File: config.mk
export PLATFORM = sky130hd
export DESIGN_NAME = nibble_serial_adder
export DESIGN_NICKNAME = d
export VERILOG_FILES = /design/src/rtl/nibble_serial_adder.sv
export SDC_FILE = /design/constraint.sdc
export NUM_CORES = 1
export LEC_CHECK = 0
export ABC_AREA = 1
export ABC_CLOCK_PERIOD_IN_PS = 3200
export CELL_PAD_IN_SITES_DETAIL_PLACEMENT = 0
export CELL_PAD_IN_SITES_GLOBAL_PLACEMENT = 1
export CORE_AREA = 5 5 98 100
export CTS_BUF_LIST = sky130_fd_sc_hd__clkbuf_4
export DETAILED_ROUTE_END_ITERATION = 10
export DIE_AREA = 0 0 103 105
export PLACE_DENSITY_LB_ADDON = 0.1
export REMOVE_ABC_BUFFERS = 1
export SLEW_MARGIN = 10
export SYNTH_ARGS = -nofsm -noshare
export SYNTH_HDL_FRONTEND = slang
export SYNTH_HIERARCHICAL = 1
export SYNTH_SLANG_ARGS = --single-unit
File: constraint.sdc
create_clock -name clk -period 3.2 [get_ports clk]
set_input_delay 0.96 -clock clk [delete_from_list [all_inputs] [get_ports clk]]
set_output_delay 0.96 -clock clk [all_outputs]
set_load 0.01 [all_outputs]
File: src/rtl/nibble_serial_adder.sv
// nibble_serial_adder: a WIDTH-bit adder that is built from one 4-bit carry-skip slice.
// Operands arrive over a valid/ready handshake. The slice then processes one nibble per
// clock, LSB first, and the slice carry-out is registered as the carry-in of the next nibble.
// Handshake semantics: a transfer happens on a rising edge where valid && ready.
//   - Input side: in_ready is combinational. It is high in IDLE. In DONE it follows
//     out_ready, so a new operand set can be accepted on the same edge that consumes the
//     result. It is low in RUN and while rst_n is low.
//   - Output side: once out_valid is high, it and the result stay constant until an edge
//     with out_ready high.

// One 4-bit carry-skip slice. When all four bits propagate, the carry-in skips the ripple chain.
module carry_skip_4bit (
  input  logic [3:0] i_a,
  input  logic [3:0] i_b,
  input  logic       i_cin,
  output logic [3:0] o_sum,
  output logic       o_cout
);
  logic [3:0] w_p;
  logic [3:0] w_g;
  logic       w_c1;
  logic       w_c2;
  logic       w_c3;
  logic       w_c4;

  assign w_p    = i_a ^ i_b;
  assign w_g    = i_a & i_b;
  assign w_c1   = w_g[0] | (w_p[0] & i_cin);
  assign w_c2   = w_g[1] | (w_p[1] & w_c1);
  assign w_c3   = w_g[2] | (w_p[2] & w_c2);
  assign w_c4   = w_g[3] | (w_p[3] & w_c3);
  assign o_sum  = w_p ^ {w_c3, w_c2, w_c1, i_cin};
  assign o_cout = (&w_p) ? i_cin : w_c4;
endmodule

module nibble_serial_adder #(
  parameter int WIDTH = 16
) (
  input  logic             clk,
  input  logic             rst_n,
  input  logic             in_valid,
  output logic             in_ready,
  input  logic [WIDTH-1:0] in_a,
  input  logic [WIDTH-1:0] in_b,
  input  logic             in_cin,
  output logic             out_valid,
  input  logic             out_ready,
  output logic [WIDTH-1:0] out_sum,
  output logic             out_cout,
  output logic             out_ovf,
  output logic             busy,
  output logic [1:0]       dbg_state
);
  localparam int NIB = WIDTH / 4;
  localparam int CW  = (NIB > 1) ? $clog2(NIB) : 1;
  localparam logic [CW-1:0] LAST = CW'(NIB - 1);

  typedef enum logic [1:0] {S_IDLE = 2'd0, S_RUN = 2'd1, S_DONE = 2'd2} state_t;

  state_t           r_state;
  state_t           w_next;
  logic [WIDTH-1:0] r_a;
  logic [WIDTH-1:0] r_b;
  logic [WIDTH-1:0] r_res;
  logic             r_carry;
  logic [CW-1:0]    r_cnt;
  logic             r_a_msb;
  logic             r_b_msb;
  logic [WIDTH-1:0] r_out_sum;
  logic             r_out_cout;
  logic             r_out_ovf;
  logic             r_out_valid;

  logic             w_in_ready;
  logic             w_accept;
  logic             w_last;
  logic [3:0]       w_slice_sum;
  logic             w_slice_cout;
  logic [WIDTH-1:0] w_res_next;

  carry_skip_4bit u_slice (
    .i_a    (r_a[3:0]),
    .i_b    (r_b[3:0]),
    .i_cin  (r_carry),
    .o_sum  (w_slice_sum),
    .o_cout (w_slice_cout)
  );

  // The newest slice sum enters at the top, so after NIB passes nibble 0 sits at the bottom.
  assign w_res_next = {w_slice_sum, r_res[WIDTH-1:4]};
  assign w_last     = (r_state == S_RUN) && (r_cnt == LAST);
  assign w_accept   = in_valid && w_in_ready;

  // Next-state and input-ready decode. in_ready is held low during reset.
  always_comb begin
    w_next     = r_state;
    w_in_ready = 1'b0;
    case (r_state)
      S_IDLE: begin
        w_in_ready = 1'b1;
        if (in_valid) w_next = S_RUN;
      end
      S_RUN: begin
        if (w_last) w_next = S_DONE;
      end
      S_DONE: begin
        w_in_ready = out_ready;
        if (out_ready) w_next = in_valid ? S_RUN : S_IDLE;
      end
      default: w_next = S_IDLE;
    endcase
    if (!rst_n) w_in_ready = 1'b0;
  end

  // State register, operand shifters, nibble counter and registered result.
  always_ff @(posedge clk) begin
    if (!rst_n) begin
      r_state     <= S_IDLE;
      r_a         <= '0;
      r_b         <= '0;
      r_res       <= '0;
      r_carry     <= 1'b0;
      r_cnt       <= '0;
      r_a_msb     <= 1'b0;
      r_b_msb     <= 1'b0;
      r_out_sum   <= '0;
      r_out_cout  <= 1'b0;
      r_out_ovf   <= 1'b0;
      r_out_valid <= 1'b0;
    end else begin
      r_state <= w_next;
      if (r_state == S_DONE && out_ready) r_out_valid <= 1'b0;
      if (w_accept) begin
        r_a     <= in_a;
        r_b     <= in_b;
        r_res   <= '0;
        r_carry <= in_cin;
        r_a_msb <= in_a[WIDTH-1];
        r_b_msb <= in_b[WIDTH-1];
        r_cnt   <= '0;
      end else if (r_state == S_RUN) begin
        r_a     <= {4'b0000, r_a[WIDTH-1:4]};
        r_b     <= {4'b0000, r_b[WIDTH-1:4]};
        r_res   <= w_res_next;
        r_carry <= w_slice_cout;
        r_cnt   <= r_cnt + 1'b1;
        if (w_last) begin
          r_out_sum   <= w_res_next;
          r_out_cout  <= w_slice_cout;
          r_out_ovf   <= (r_a_msb == r_b_msb) && (w_res_next[WIDTH-1] != r_a_msb);
          r_out_valid <= 1'b1;
        end
      end
    end
  end

  assign in_ready  = w_in_ready;
  assign out_valid = r_out_valid;
  assign out_sum   = r_out_sum;
  assign out_cout  = r_out_cout;
  assign out_ovf   = r_out_ovf;
  assign busy      = (r_state == S_RUN);
  assign dbg_state = r_state;
endmodule

Yosys cells after proc, flatten, opt, wreduce, memory -nomap -nowiden
Index checks and enable logic that the tools add are counted. W data, S select, Z words.

Logic and storage cells: 62. Register bits: 74. Output and inout port bits: 23. Input bits: 37.

Add/sub/neg operators: 1. Reductions and logical operators: 10. Equality and inequality tests: 8. Mux-type cells: 18. Bitwise operators: 13.

Operators by type and width (count): $mux W16 (4); $mux W1 (9); $xor A4 B4 Y4 (2); $mux W2 (3); $pmux W2 S3 (1); $reduce_and A3 Y1 (2); $and A1 B1 Y1 (4); $and A4 B4 Y4 (1); $eq A2 B2 Y1 const B (2); $logic_and A1 B1 Y1 (4); $ne A2 B2 Y1 const B (2); $or A1 B1 Y1 (4); $reduce_and A4 Y1 (1); $add A2 B1 Y2 const B (1); $eq A2 B1 Y1 const B (1); $logic_not A2 Y1 (1); $ne A2 B1 Y1 const B (1); $not A1 Y1 (2); $pmux W1 S2 (1); $reduce_bool A2 Y1 (1); $reduce_or A2 Y1 (1); $eq A1 B1 Y1 (1); $ne A1 B1 Y1 (1).

Depth between registers and ports, before layout
Gate-level depths: netlist of the first run.

Word-level depth: 12. Depth in mapped cells: 14. Gate-level depth less buffers: 14.

Hierarchy
Netlist of the first run, hierarchy kept.

By module, submodules not included: nibble_serial_adder (area an instance 3080.5 um^2, times used 1, cells each 428, seq. area each 1401.3 um^2); carry_skip_4bit (area an instance 191.4 um^2, times used 1, cells each 24, seq. area each 0.0 um^2).

Worst setup path before layout of the first run
No wires, ideal clock.

Path kind: input port to output port. From: input port rst_n. To: output port in_ready. Data required time: 2.240 ns. Path buffers: 2. Stages: 5. Slack: 0.603 ns. Data arrival time: 1.637 ns. Path through: buf_4 > inv_2 > nor2_8 > buf_2 > and2_1.

Cells in the longest elaborated chain, start to end: 1.

RTL lines: start, declared (RTL line 40) `input logic rst_n,`; $mux W1 (RTL line 112) `if (!rst_n) w_in_ready = 1'b0;`; end, declared (RTL line 42) `output logic in_ready,`.

Every way passes these cells.

Worst setup path after layout of the first run
Ends and elaborated chain as after synthesis.

==> results of run 1 <==
per-stage QoR:
stage	TNS [ns]	cell area (um^2)	cells	utilization [%]	hold WS, ns
6_report	0	4050	611	47.1	0.469
5_1_grt	0	4050	611	47.1	0.481
4_1_cts	0	4050	611	47.1	0.471
3_5_place_dp	-0.0842	3870	596	45.0	0.453
3_3_place_gp	-0.109	3870	596	45.0	0.449
2_1_floorplan	0	3080	420	-	0.441
layout make-up:
cell class | instances | area [um^2]
timing repair buffer | 68 | 657
clock inverter | 6 | 111
multi-input combinational | 304 | 1500
sequential | 70 | 1400
tap | 108 | 135
inverter | 46 | 173
clock buffer | 9 | 67.6
fill | 920 | 4550
per-layer routing:
metal | vias up | GRT usage (%) | wire length, um
met5 | - | 0 | 0
met4 | 0 | 4.72 | 73
met3 | 7 | 3.46 | 329
met2 | 55 | 24.7 | 3460
met1 | 1329 | 19.8 | 3890
li1 | 1546 | - | -
synthesized netlist by cell type (4+ instances only):
cell type,instances
nand2_1,146
dfxtp_1,70
a21oi_1,59
inv_1,42
nand3_1,35
nand4_1,25
buf_2,12
nor2_1,11
clkbuf_1,8
o21ai_0,8
buf_4,6
buf_6,5
ha_1,5
fa_1,4
inv_2,4
worst max-delay path by stage:
stage,from,cells past startpoint,end,slack (ns)
6_report,rst_n,5,in_ready,0.18
5_1_grt,rst_n,5,in_ready,0.13
4_1_cts,rst_n,5,in_ready,0.17
3_5_place_dp,rst_n,5,in_ready,-0.08
3_3_place_gp,rst_n,5,in_ready,-0.11
2_1_floorplan,rst_n,3,in_ready,0.50
worst max-delay path, cell delays in order:
cell             delay [ns]
clkdlybuf4s50_1        0.49
inv_2                  0.08
nor2_8                 0.08
and2_1                 0.16
dlygate4sd2_1          0.29
logic make-up after synthesis:
| logic type | Yosys count | share of synthesized area [%] |
|---|---|---|
| flip-flops | 70 | 42.8 |
| AND/OR/NAND/NOR | 224 | 30.4 |
| buffers and inverters | 78 | 11.2 |
| adder cells (fa/ha/maj) | 9 | 4.36 |
| XOR/XNOR | 1 | 0.268 |
| AO/OA/AOI/OAI | 70 | 10.9 |
flip-flops by register name, indices dropped and copies added (netlist names):
register and flops:
r_res 12, out_cout 1, dbg_state 2, out_ovf 1, out_valid 1, out_sum 16
r_cnt 2, r_carry 1, r_b_msb 1, r_b 16, r_a_msb 1, r_a 16
report_power, final:
| part | internal, mW | leakage (nW) | total (mW) | switching [mW] |
|---|---|---|---|---|
| combinational | 0.105 | 1.02 | 0.251 | 0.146 |
| clock | 0.392 | 0.0920 | 0.710 | 0.319 |
| sequential | 0.909 | 0.570 | 0.933 | 0.0241 |
timing repair:
action	CTS	global route
endpoints found under the setup margin	1	0
resized for setup	1	0
buffers inserted	0	0
==> results_dict.tcl, run 1 <==
set metrics [dict create \
    status "complete, no violations" \
    min_period_over_period_pct 94.3 \
    cts_tree "done" \
    drcViolationCount 0 \
    grt_usage_pct 15.2 \
    synth_edf_count 0 \
    diodes 0 \
    cp.required_ns 2.24 \
    fmax_ghz 0.331 \
    cts-root-buf "clkbuf_4" \
    hold_viol 0 \
    start_util_pct 38.1 \
    num_rows 34 \
    max_slew_margin_pct 62.9 \
    clk_latency_ns 0.40 \
    reg2reg_to "out_ovf" \
    drv_slew 0 \
    area_growth_pct 23.7 \
    r2r-start "r_a[0]" \
    port_buffers 59 \
    grt_pass1_vias 2898 \
    power_density_mw_per_mm2 468 \
    cts_num_sinks 70 \
    ir_drop_uv 248 \
    dieArea_mm2 0.0108 \
    drt-vias-per-instance 4.81 \
    synthArstFlopShare_pct 0 \
    syn_area_per_cell_um2 7.24 \
    rsz0062_at_grt "false" \
    cts_buffers 9 \
    final_common_cell "nand2_1" \
    worst_pin_slew_ns 0.557 \
    ff2ff_setup_slack_ns 0.74 \
    antenna_found_initial 0 \
    cts.clk_slew.worst_paths_ns 0.12 \
    synth_top_area_share_pct 42.8 \
    yosysWarnings 6 \
    synthCells 452 \
    finalPower_mw 1.89 \
    min_period_ns 3.02 \
    worst_slack_ns 0.182 \
    yosysTopAreaCell "dfxtp_1" \
    dp.final_hpwl_mm 4.78 \
    place_congestion 0.734 \
    cts.hold.buffers_added 0 \
    grt_pass1_wl_mm 13.3 \
    fp.dieW_um 103 \
    hold_end "out_cout" \
    routed_wirelength_mm 7.76 \
    drt_iter0_markers 121 \
    ys_seq_elements 70 \
    grt_overflow 0 \
    syn_area_mm2 0.00327 \
    cp.arrival_ns 2.06 \
    finalSetupViolCount 0 \
    ant_nets 0 \
    leakagePower_nw 1.68 \
    yosysUniqueCellTypes 25 \
    drv_cap 0 \
    drive_above_1_share_pct 6.96 \
    synth_seq_area_share_pct 42.8 \
    layout_common_cells "nand2_1, dfxtp_1, a21oi_1, clkdlybuf4s50_1, inv_1" \
    clockBufferDepth 2 \
    pre_cts_ws_ns -0.0842 \
    firstDrtPassIters 4 \
    grt_max_degree 49 \
    critPathKind "primary input to output port" \
    synthTopCellsByArea "dfxtp_1, nand2_1, a21oi_1, nand3_1, inv_1" \
    holdCritPathClass "flip-flop to flip-flop" \
    ios 60 \
    start_kind "primary input" \
    cts_max_level 3 \
    cp_max_fo 2 \
    r2r.worst_path.cells 13 \
    worstHoldPathCells 2 \
    fin_nets 545 \
    die-height_um 105 \
    skew_ns 0.0186 \
    wl_per_cell_um 12.7 \
    yosys_most_used_dff "dfxtp_1" \
    hold_start "out_cout" \
    num_vias 2937 \
    core-area_mm2 0.00859 \
    cp-end-kind "output port" \
]
(Power assumes the default switching activity.)
==> run 2, diff against run 1 <==
--- a/config.mk
+++ b/config.mk
@@ -13,6 +13,7 @@
 export CTS_BUF_LIST = sky130_fd_sc_hd__clkbuf_4
 export DETAILED_ROUTE_END_ITERATION = 10
 export DIE_AREA = 0 0 103 105
+export HOLD_SLACK_MARGIN = 0.02
 export PLACE_DENSITY_LB_ADDON = 0.1
 export REMOVE_ABC_BUFFERS = 1
 export SLEW_MARGIN = 10
==> results of run 2 <==
Same layout as run 1: the final DEF is identical, and so are final timing and power.
==> run 3, diff against run 2 <==
--- a/config.mk
+++ b/config.mk
@@ -16,6 +16,7 @@
 export HOLD_SLACK_MARGIN = 0.02
 export PLACE_DENSITY_LB_ADDON = 0.1
 export REMOVE_ABC_BUFFERS = 1
+export SETUP_SLACK_MARGIN = 0.05
 export SLEW_MARGIN = 10
 export SYNTH_ARGS = -nofsm -noshare
 export SYNTH_HDL_FRONTEND = slang
==> results of run 3 <==
Same layout as run 1: the final DEF is identical, and so are final timing and power.
